**src/rtl/rx_packet_capture_pkg.sv**
```systemverilog
// Shared types and constants for the RX FIFO packet capture block.
package rx_packet_capture_pkg;

  typedef enum logic [2:0] {
    StIdle,
    StPayload,
    StRssi,
    StLqi,
    StReady,
    StDiscard
  } state_e;

  localparam int unsigned CRC_OK_BIT    = 7;
  localparam int unsigned STATUS_BYTES  = 2;
  localparam int unsigned RX_FIFO_DEPTH = 64;

endpackage

```
**src/rtl/rx_packet_capture_if.sv**
```systemverilog
// Byte-stream input and packet-consumer signals of rx_packet_capture.
interface rx_packet_capture_if;

  logic       capture_en;
  logic       new_data;
  logic [7:0] data_in;
  logic       rd_next;
  logic       pkt_ready;
  logic [7:0] pkt_len;
  logic [7:0] byte_out;
  logic [7:0] rssi;
  logic [6:0] lqi;
  logic       pkt_drop;
  logic       overrun;
  logic       busy;

  modport master (
    output capture_en, new_data, data_in, rd_next,
    input  pkt_ready, pkt_len, byte_out, rssi, lqi, pkt_drop, overrun, busy
  );

  modport slave (
    input  capture_en, new_data, data_in, rd_next,
    output pkt_ready, pkt_len, byte_out, rssi, lqi, pkt_drop, overrun, busy
  );

endinterface

```
**src/rtl/rx_payload_ram.sv**
```systemverilog
// Payload register file: one synchronous write port, one asynchronous read port.
module rx_payload_ram #(
  parameter int unsigned DEPTH  = 61,
  parameter int unsigned ADDR_W = 6
) (
  input  logic              clk,
  input  logic              we,
  input  logic [ADDR_W-1:0] waddr,
  input  logic [7:0]        wdata,
  input  logic [ADDR_W-1:0] raddr,
  output logic [7:0]        rdata
);

  logic [7:0] mem [DEPTH];

  always_ff @(posedge clk) begin
    if (we) begin
      mem[waddr] <= wdata;
    end
  end

  assign rdata = mem[raddr];

endmodule

```
**src/rtl/rx_packet_capture.sv**
```systemverilog
// Frames an SPI RX FIFO burst (len, payload, RSSI, LQI/CRC) into a buffered packet
// and hands the payload to the consumer one byte per rd_next.
module rx_packet_capture
  import rx_packet_capture_pkg::*;
#(
  parameter int unsigned MAX_LEN = RX_FIFO_DEPTH - 1 - STATUS_BYTES,
  parameter int unsigned ADDR_W  = 6
) (
  input logic                clk,
  input logic                rst,
  rx_packet_capture_if.slave bus
);

  state_e            state_q;
  logic [7:0]        pkt_len_q;
  logic [7:0]        rssi_q;
  logic [6:0]        lqi_q;
  logic [ADDR_W-1:0] wr_ptr_q;
  logic [ADDR_W-1:0] rd_ptr_q;
  logic              pkt_drop_q;
  logic              overrun_q;

  logic [7:0]        last_idx;
  logic              len_ok;
  logic              ram_we;
  logic [7:0]        ram_rdata;

  assign last_idx = pkt_len_q - 8'd1;
  assign len_ok   = (bus.data_in != 8'd0) && (bus.data_in <= 8'(MAX_LEN));
  assign ram_we   = (state_q == StPayload) && bus.new_data;

  rx_payload_ram #(
    .DEPTH  (MAX_LEN),
    .ADDR_W (ADDR_W)
  ) u_ram (
    .clk   (clk),
    .we    (ram_we),
    .waddr (wr_ptr_q),
    .wdata (bus.data_in),
    .raddr (rd_ptr_q),
    .rdata (ram_rdata)
  );

  always_ff @(posedge clk) begin
    if (rst) begin
      state_q    <= StIdle;
      pkt_len_q  <= 8'd0;
      rssi_q     <= 8'd0;
      lqi_q      <= 7'd0;
      wr_ptr_q   <= '0;
      rd_ptr_q   <= '0;
      pkt_drop_q <= 1'b0;
      overrun_q  <= 1'b0;
    end else begin
      pkt_drop_q <= 1'b0;
      case (state_q)
        StIdle: begin
          if (bus.new_data && bus.capture_en) begin
            if (len_ok) begin
              pkt_len_q <= bus.data_in;
              wr_ptr_q  <= '0;
              state_q   <= StPayload;
            end else begin
              pkt_drop_q <= 1'b1;
              state_q    <= StDiscard;
            end
          end
        end
        StPayload: begin
          // A strobe always wins over a falling capture_en; the abort lands next cycle.
          if (bus.new_data) begin
            wr_ptr_q <= wr_ptr_q + 1'b1;
            if (8'(wr_ptr_q) == last_idx) begin
              state_q <= StRssi;
            end
          end else if (!bus.capture_en) begin
            pkt_drop_q <= 1'b1;
            state_q    <= StIdle;
          end
        end
        StRssi: begin
          if (bus.new_data) begin
            rssi_q  <= bus.data_in;
            state_q <= StLqi;
          end else if (!bus.capture_en) begin
            pkt_drop_q <= 1'b1;
            state_q    <= StIdle;
          end
        end
        StLqi: begin
          if (bus.new_data) begin
            lqi_q <= bus.data_in[6:0];
            if (bus.data_in[CRC_OK_BIT]) begin
              rd_ptr_q <= '0;
              state_q  <= StReady;
            end else begin
              pkt_drop_q <= 1'b1;
              state_q    <= StIdle;
            end
          end else if (!bus.capture_en) begin
            pkt_drop_q <= 1'b1;
            state_q    <= StIdle;
          end
        end
        StReady: begin
          if (bus.new_data) begin
            overrun_q <= 1'b1;
          end
          if (bus.rd_next) begin
            rd_ptr_q <= rd_ptr_q + 1'b1;
            if (8'(rd_ptr_q) == last_idx) begin
              state_q <= StIdle;
            end
          end
        end
        StDiscard: begin
          if (!bus.capture_en) begin
            state_q <= StIdle;
          end
        end
        default: state_q <= StIdle;
      endcase
    end
  end

  assign bus.pkt_ready = (state_q == StReady);
  assign bus.busy      = (state_q != StIdle);
  assign bus.pkt_len   = pkt_len_q;
  assign bus.byte_out  = ram_rdata;
  assign bus.rssi      = rssi_q;
  assign bus.lqi       = lqi_q;
  assign bus.pkt_drop  = pkt_drop_q;
  assign bus.overrun   = overrun_q;

endmodule
```
**src/flat_wrapper.sv**
```systemverilog
// flat-port wrapper written by rule: the top's interface ports become plain ports
module rx_packet_capture_flat import rx_packet_capture_pkg::*;
#(
  parameter int unsigned MAX_LEN = RX_FIFO_DEPTH - 1 - STATUS_BYTES,
  parameter int unsigned ADDR_W  = 6
)
  (clk, rst, bus_capture_en, bus_new_data, bus_data_in, bus_rd_next, bus_pkt_ready, bus_pkt_len, bus_byte_out, bus_rssi, bus_lqi, bus_pkt_drop, bus_overrun, bus_busy);
  rx_packet_capture_if bus_i ();
  input logic clk;
  input logic rst;
  input wire logic [$bits(bus_i.capture_en)-1:0] bus_capture_en;
  input wire logic [$bits(bus_i.new_data)-1:0] bus_new_data;
  input wire logic [$bits(bus_i.data_in)-1:0] bus_data_in;
  input wire logic [$bits(bus_i.rd_next)-1:0] bus_rd_next;
  output wire logic [$bits(bus_i.pkt_ready)-1:0] bus_pkt_ready;
  output wire logic [$bits(bus_i.pkt_len)-1:0] bus_pkt_len;
  output wire logic [$bits(bus_i.byte_out)-1:0] bus_byte_out;
  output wire logic [$bits(bus_i.rssi)-1:0] bus_rssi;
  output wire logic [$bits(bus_i.lqi)-1:0] bus_lqi;
  output wire logic [$bits(bus_i.pkt_drop)-1:0] bus_pkt_drop;
  output wire logic [$bits(bus_i.overrun)-1:0] bus_overrun;
  output wire logic [$bits(bus_i.busy)-1:0] bus_busy;
  assign bus_i.capture_en = bus_capture_en;
  assign bus_i.new_data = bus_new_data;
  assign bus_i.data_in = bus_data_in;
  assign bus_i.rd_next = bus_rd_next;
  assign bus_pkt_ready = bus_i.pkt_ready;
  assign bus_pkt_len = bus_i.pkt_len;
  assign bus_byte_out = bus_i.byte_out;
  assign bus_rssi = bus_i.rssi;
  assign bus_lqi = bus_i.lqi;
  assign bus_pkt_drop = bus_i.pkt_drop;
  assign bus_overrun = bus_i.overrun;
  assign bus_busy = bus_i.busy;
  rx_packet_capture #(.MAX_LEN(MAX_LEN), .ADDR_W(ADDR_W)) u_core (.clk(clk), .rst(rst), .bus(bus_i));
endmodule
```
**config.mk**
```make
export PLATFORM = sky130hd
export DESIGN_NAME = rx_packet_capture_flat
export DESIGN_NICKNAME = d
export VERILOG_FILES = /design/src/rtl/rx_packet_capture_pkg.sv /design/src/rtl/rx_packet_capture_if.sv /design/src/rtl/rx_payload_ram.sv /design/src/rtl/rx_packet_capture.sv /design/src/flat_wrapper.sv
export SDC_FILE = /design/constraint.sdc
export NUM_CORES = 1
export LEC_CHECK = 0
export CELL_PAD_IN_SITES_DETAIL_PLACEMENT = 2
export CELL_PAD_IN_SITES_GLOBAL_PLACEMENT = 2
export CORE_UTILIZATION = 40
export CTS_BUF_LIST = sky130_fd_sc_hd__clkbuf_8
export DETAILED_ROUTE_END_ITERATION = 8
export PLACE_DENSITY = 0.69
export SLEW_MARGIN = 30
export SYNTH_ARGS = -nofsm -noshare
export SYNTH_HDL_FRONTEND = slang
export SYNTH_HIERARCHICAL = 1
export SYNTH_SLANG_ARGS = --single-unit
```
**constraint.sdc**
```tcl
create_clock -name clk -period 4.3 [get_ports clk]
set_input_delay 0.86 -clock clk [delete_from_list [all_inputs] [get_ports clk]]
set_output_delay 0.86 -clock clk [all_outputs]
set_load 0.005 [all_outputs]
```
# After elaboration in Yosys (flattened, before gate mapping)
# Memories as Yosys holds them, arrays and structs flattened. A register that Yosys moved wholly into a read port is not among the register bits.
# Index checks and enable logic that the tools add are counted.
# Widths: inputs -> output; s select.
# op_classes
addsub,3
magnitude_cmp,1
eq_ne,15
mux,30
n_reduce_logical,16
# ops
operator,n
$mux 6,8
$mux 3,10
$pmux 6 s2,2
$pmux 3 s6,1
$eq 6x8->1,2
$add 6x1->6 const B,2
$reduce_and 4->1,3
$le 8x6->1 const B,1
$mux 1,8
$ne 2x2->1 const B,4
$reduce_bool 8->1,1
$sub 8x1->8 const B,1
$eq 3x2->1 const B,2
$eq 3x3->1 const B,2
$ne 2x1->1 const B,3
$reduce_and 2->1,3
$reduce_bool 2->1,2
$eq 3x1->1 const B,1
$logic_and 1x1->1,3
$logic_not 3->1,1
$ne 3x3->1 const B,1
$pmux 1 s3,1
$reduce_and 3->1,1
$reduce_bool 3->1,1
$reduce_or 2->1,1
# totals
regBits,40
mem_bits_rw,488
inputBits,13
out_inout_bits,35
word_cells,74
mem_count,1
# memory_table
name,depth,width,rd,rd_ports_with_merged_regs,wr,line,rtl
u_core.u_ram.mem,61,8,1,1,1,rx_payload_ram.sv:14,logic [7:0] mem [DEPTH];

# Longest topological paths before layout
# depth
ltp_word,5
depth_mapped,11
depth_no_buf,9

# By module
# The synthesis kept the hierarchy.
# modules_own_cells
mod,n_inst,cells_each,area_per_inst_um2,seq_area_each_um2
rx_payload_ram,1,878,18951.9,14654.1
rx_packet_capture,1,274,2244.7,800.8

# Least setup slack after synthesis
# OpenSTA, ideal clock, no wires.
# synth_timing
path_kind,register to output
from,"register, netlist name u_core/rd_ptr_q[0]"
to,output port bus_byte_out[1]
arrival_ns,1.883
required_time_ns,3.440
path_slack_ns,1.557
stages_incl_launch_ff,7
path_buffers,2
cell_sequence,dfxtp_1 > buf_6 > buf_2 > mux4_2 > a221oi_1 > o21ai_0 > o311a_1
# synth_rtl
item,line,rtl
to (decl),flat_wrapper.sv:17,output wire logic [$bits(bus_i.byte_out)-1:0] bus_byte_out;

==> metrics.txt <==
worst stage delay on the critical path 0.67 ns; period utilization between 90% and 100%; DR pass1 iterations 5; max-cap check violation count 0; crit-path cells buf_4 > mux2i_1 > a21oi_1 > o31ai_2 > o311ai_2 > clkdlybuf4s50_1; row cnt between 80 and 90; Critical Path RT 3.44 ns; final core utilization approximately 47%; maximum vdd ir drop around 0.19 mV; delay-heaviest family, CP buffers and inverters; Final Setup Violations 0; unrepaired setup endpoints after global routing no; Hold Path Stages 2; post-route minimum period ~4.2 ns; CTS tree done; EDFF count, synth between 400 and 500; total number of vias 12,025; final setup margin about 0.085 ns; WL/cell 30.3 um; # DRC 0; Hold Path Class reg -> reg; Sink Count 528; # H-tree levels 3; number of diodes 0; die height between 200 and 250 um; Max-slew headroom around 34%; Routed WL about 63,000 um; reg-to-reg endpoint u_core/state_q[2]; Clock transition at path regs 0.06 ns; RR Startpoint u_core/bus.pkt_len[0]; CORE AREA between 0.05 and 0.06 mm^2; hold path startpoint u_core/bus.rssi[2]; commonest non-fill, non-tap cell in the layout edfxtp_1; pre-CTS setup slack roughly 0.51 ns; Cell Count Post-Placement around 1,900; setup_tns 0 ns; largest net degree at the start of global routing roughly 70; Top FF cell, synth edfxtp_1; Pwr Total roughly 11 mW; IO Pins 48; synth unique cells 63; yosys warns 6; Worst Tran Pin Value 0.987 ns; first-pass GRT wire length slightly above 90,000 um; cts hold-fix bufs 0; flops & latches, synth about 530; initial antenna violation count 2; routability cong. ~0.77; cell at the slowest stage of the critical path dfxtp_2; Routed Antenna Nets 0; CTS max path bufs 3; Crit path buffers/inverters 2; Hold Fails Final Rpt 0; Final Max Slew Viols 0; Initial DRC Count 956; run status completed; reg-to-reg slack, setup 1.17 ns; vias in the first global route about 13,000; # nets final between 1,000 and 1,500; I/O Buffers between 40 and 50; Tot GR Track Use around a quarter; Pwr Density roughly 460 mW/mm^2; Synth Area per Inst ~18 um^2; Clock Skews 0.0293 ns; register area share after synthesis approximately 73%; startpoint types flip-flop; fraction of registers with async set/reset 0%; Reg2Reg Depth 9; Syn Inst Count ~1,200; Final Non-Filler Cells approximately 2,100; Arrival @ worst endpoint between 3 and 4 ns; Syn Nets between 1,000 and 1,500; kind of critical path reg -> out; layout overhead on the synthesized area 17.1%; Root Buffer clkbuf_8; CTS Buf Count 89; Synth Cell Area between 0.02 and 0.025 mm^2; CP max FO 20; Worst Hold Endpoint u_core/bus.rssi[2]; drt via density about 5.7; Starting Density about two fifths; GRT overflow 0; FMAX between 0.2 and 0.25 GHz; fraction of layout cells with a size suffix above 1 26.8%; Worst setup EP type output pin; Leak 7.89 nW; DP Wirelength ~39,000 um; Die ar. approximately 0.054 mm^2; Horiz. Die Dim 232 um; Skew-Pair Late Insertion Delay between 0.6 and 0.7 ns; most frequent cells in the layout edfxtp_1, mux4_2, clkbuf_8, buf_4, nor2_1
## how the worst max path moves through the flow
stage | slack [ns] | start | to | cells past startpoint
finish | 0.09 | u_core/rd_ptr_q[4] | bus_byte_out[6] | 6
global route | 0.01 | u_core/rd_ptr_q[4] | bus_byte_out[6] | 6
CTS | -0.02 | u_core/rd_ptr_q[2] | bus_byte_out[1] | 6
detailed placement | 0.51 | u_core/rd_ptr_q[0] | bus_byte_out[1] | 7
global placement | 0.37 | u_core/rd_ptr_q[4] | bus_byte_out[7] | 5
floorplan | 1.56 | u_core/rd_ptr_q[0] | bus_byte_out[1] | 6
## Yosys cell counts, drive strengths merged, types with 5 or more instances
library cell / count / area (um^2)
nand2b: 10 / 62.6
clkbuf: 32 / 120
a221oi: 16 / 140
buf: 40 / 280
o21ai: 26 / 130
xnor2: 11 / 96.3
nand3: 12 / 60.1
a22oi: 8 / 60.1
nor2b: 6 / 37.5
mux2i: 31 / 310
xor2: 12 / 105
o221ai: 8 / 70.1
nor3: 8 / 51.3
nand4: 7 / 43.8
mux4: 120 / 2700
dfxtp: 40 / 801
nor2: 94 / 353
o311a: 7 / 70.1
and3: 5 / 31.3
edfxtp: 488 / 14700
nand2: 54 / 203
inv: 13 / 48.8
a21oi: 39 / 195
nor4b: 5 / 50.0
## logic make-up after synthesis
kind of cell             Yosys count  share of synthesized area (%)
XOR/XNOR                          23                          0.950
multiplexers                     154                           14.4
AO/OA/AOI/OAI                    132                           4.28
flip-flops                       528                           72.9
AND/OR/NAND/NOR                  227                           5.19
adder cells (fa/ha/maj)            3                          0.177
buffers and inverters             85                           2.12
## layer usage
layer,vias up,track usage (%),routed length (um)
met5,-,0,23
met4,4,8.47,1580
met3,109,3.92,3030
met2,381,40.1,32500
met1,6498,30.9,26300
li1,5033,-,-
## area by class of cell
type                    count  area, um^2
fillers                  4763       27600
multi-input cells         539        5330
flip-flops and latches    528       15500
clock inverters            69         277
inverters                  13        48.8
clock buffers              95        1310
repair buffers            161        1530
well taps                 688         861
## per-stage QoR
stage / hold slack (ns) / cell area, um^2
after floorplan: 0.452 / 21200
after global placement: 0.450 / 22800
after detailed placement: 0.458 / 22800
after CTS: 0.466 / 24600
after global routing: 0.484 / 24800
final: 0.458 / 24800
## worst reg2reg max path, cell delays in order (launching register included)
cell       delay (ns)
dfxtp_1          0.51
inv_1            0.14
ha_1             0.53
nor4b_1          0.38
nand2b_1         0.17
a21oi_1          0.07
a2111oi_1        0.61
o31a_1           0.29
nor2_1           0.09
a221oi_1         0.24
## sequential cells by signal, indices dropped and copies added, names as in the netlist
register	count
u_core/bus.overrun	1
u_core/rd_ptr_q	6
u_core/state_q	3
u_core/bus.rssi	8
u_core/wr_ptr_q	6
u_core/u_ram/mem	488
u_core/bus.pkt_drop	1
u_core/bus.lqi	7
u_core/bus.pkt_len	8
## repair_timing
item                                    4_1_cts  5_1_grt
endpoints found under the setup margin        8        6
pin swaps                                     0        1
setup buffers                                 6       16
gates cloned                                  2        1
resized for setup                            12        3
## power breakdown
| group | internal (mW) | switching [mW] | leakage, nW |
|---|---|---|---|
| clock | 2.03 | 2.05 | 0.957 |
| sequential | 5.64 | 0.0836 | 4.71 |
| combinational | 0.769 | 0.757 | 2.22 |
| total | 8.44 | 2.89 | 7.89 |
Power figures use the tool's default switching activity.
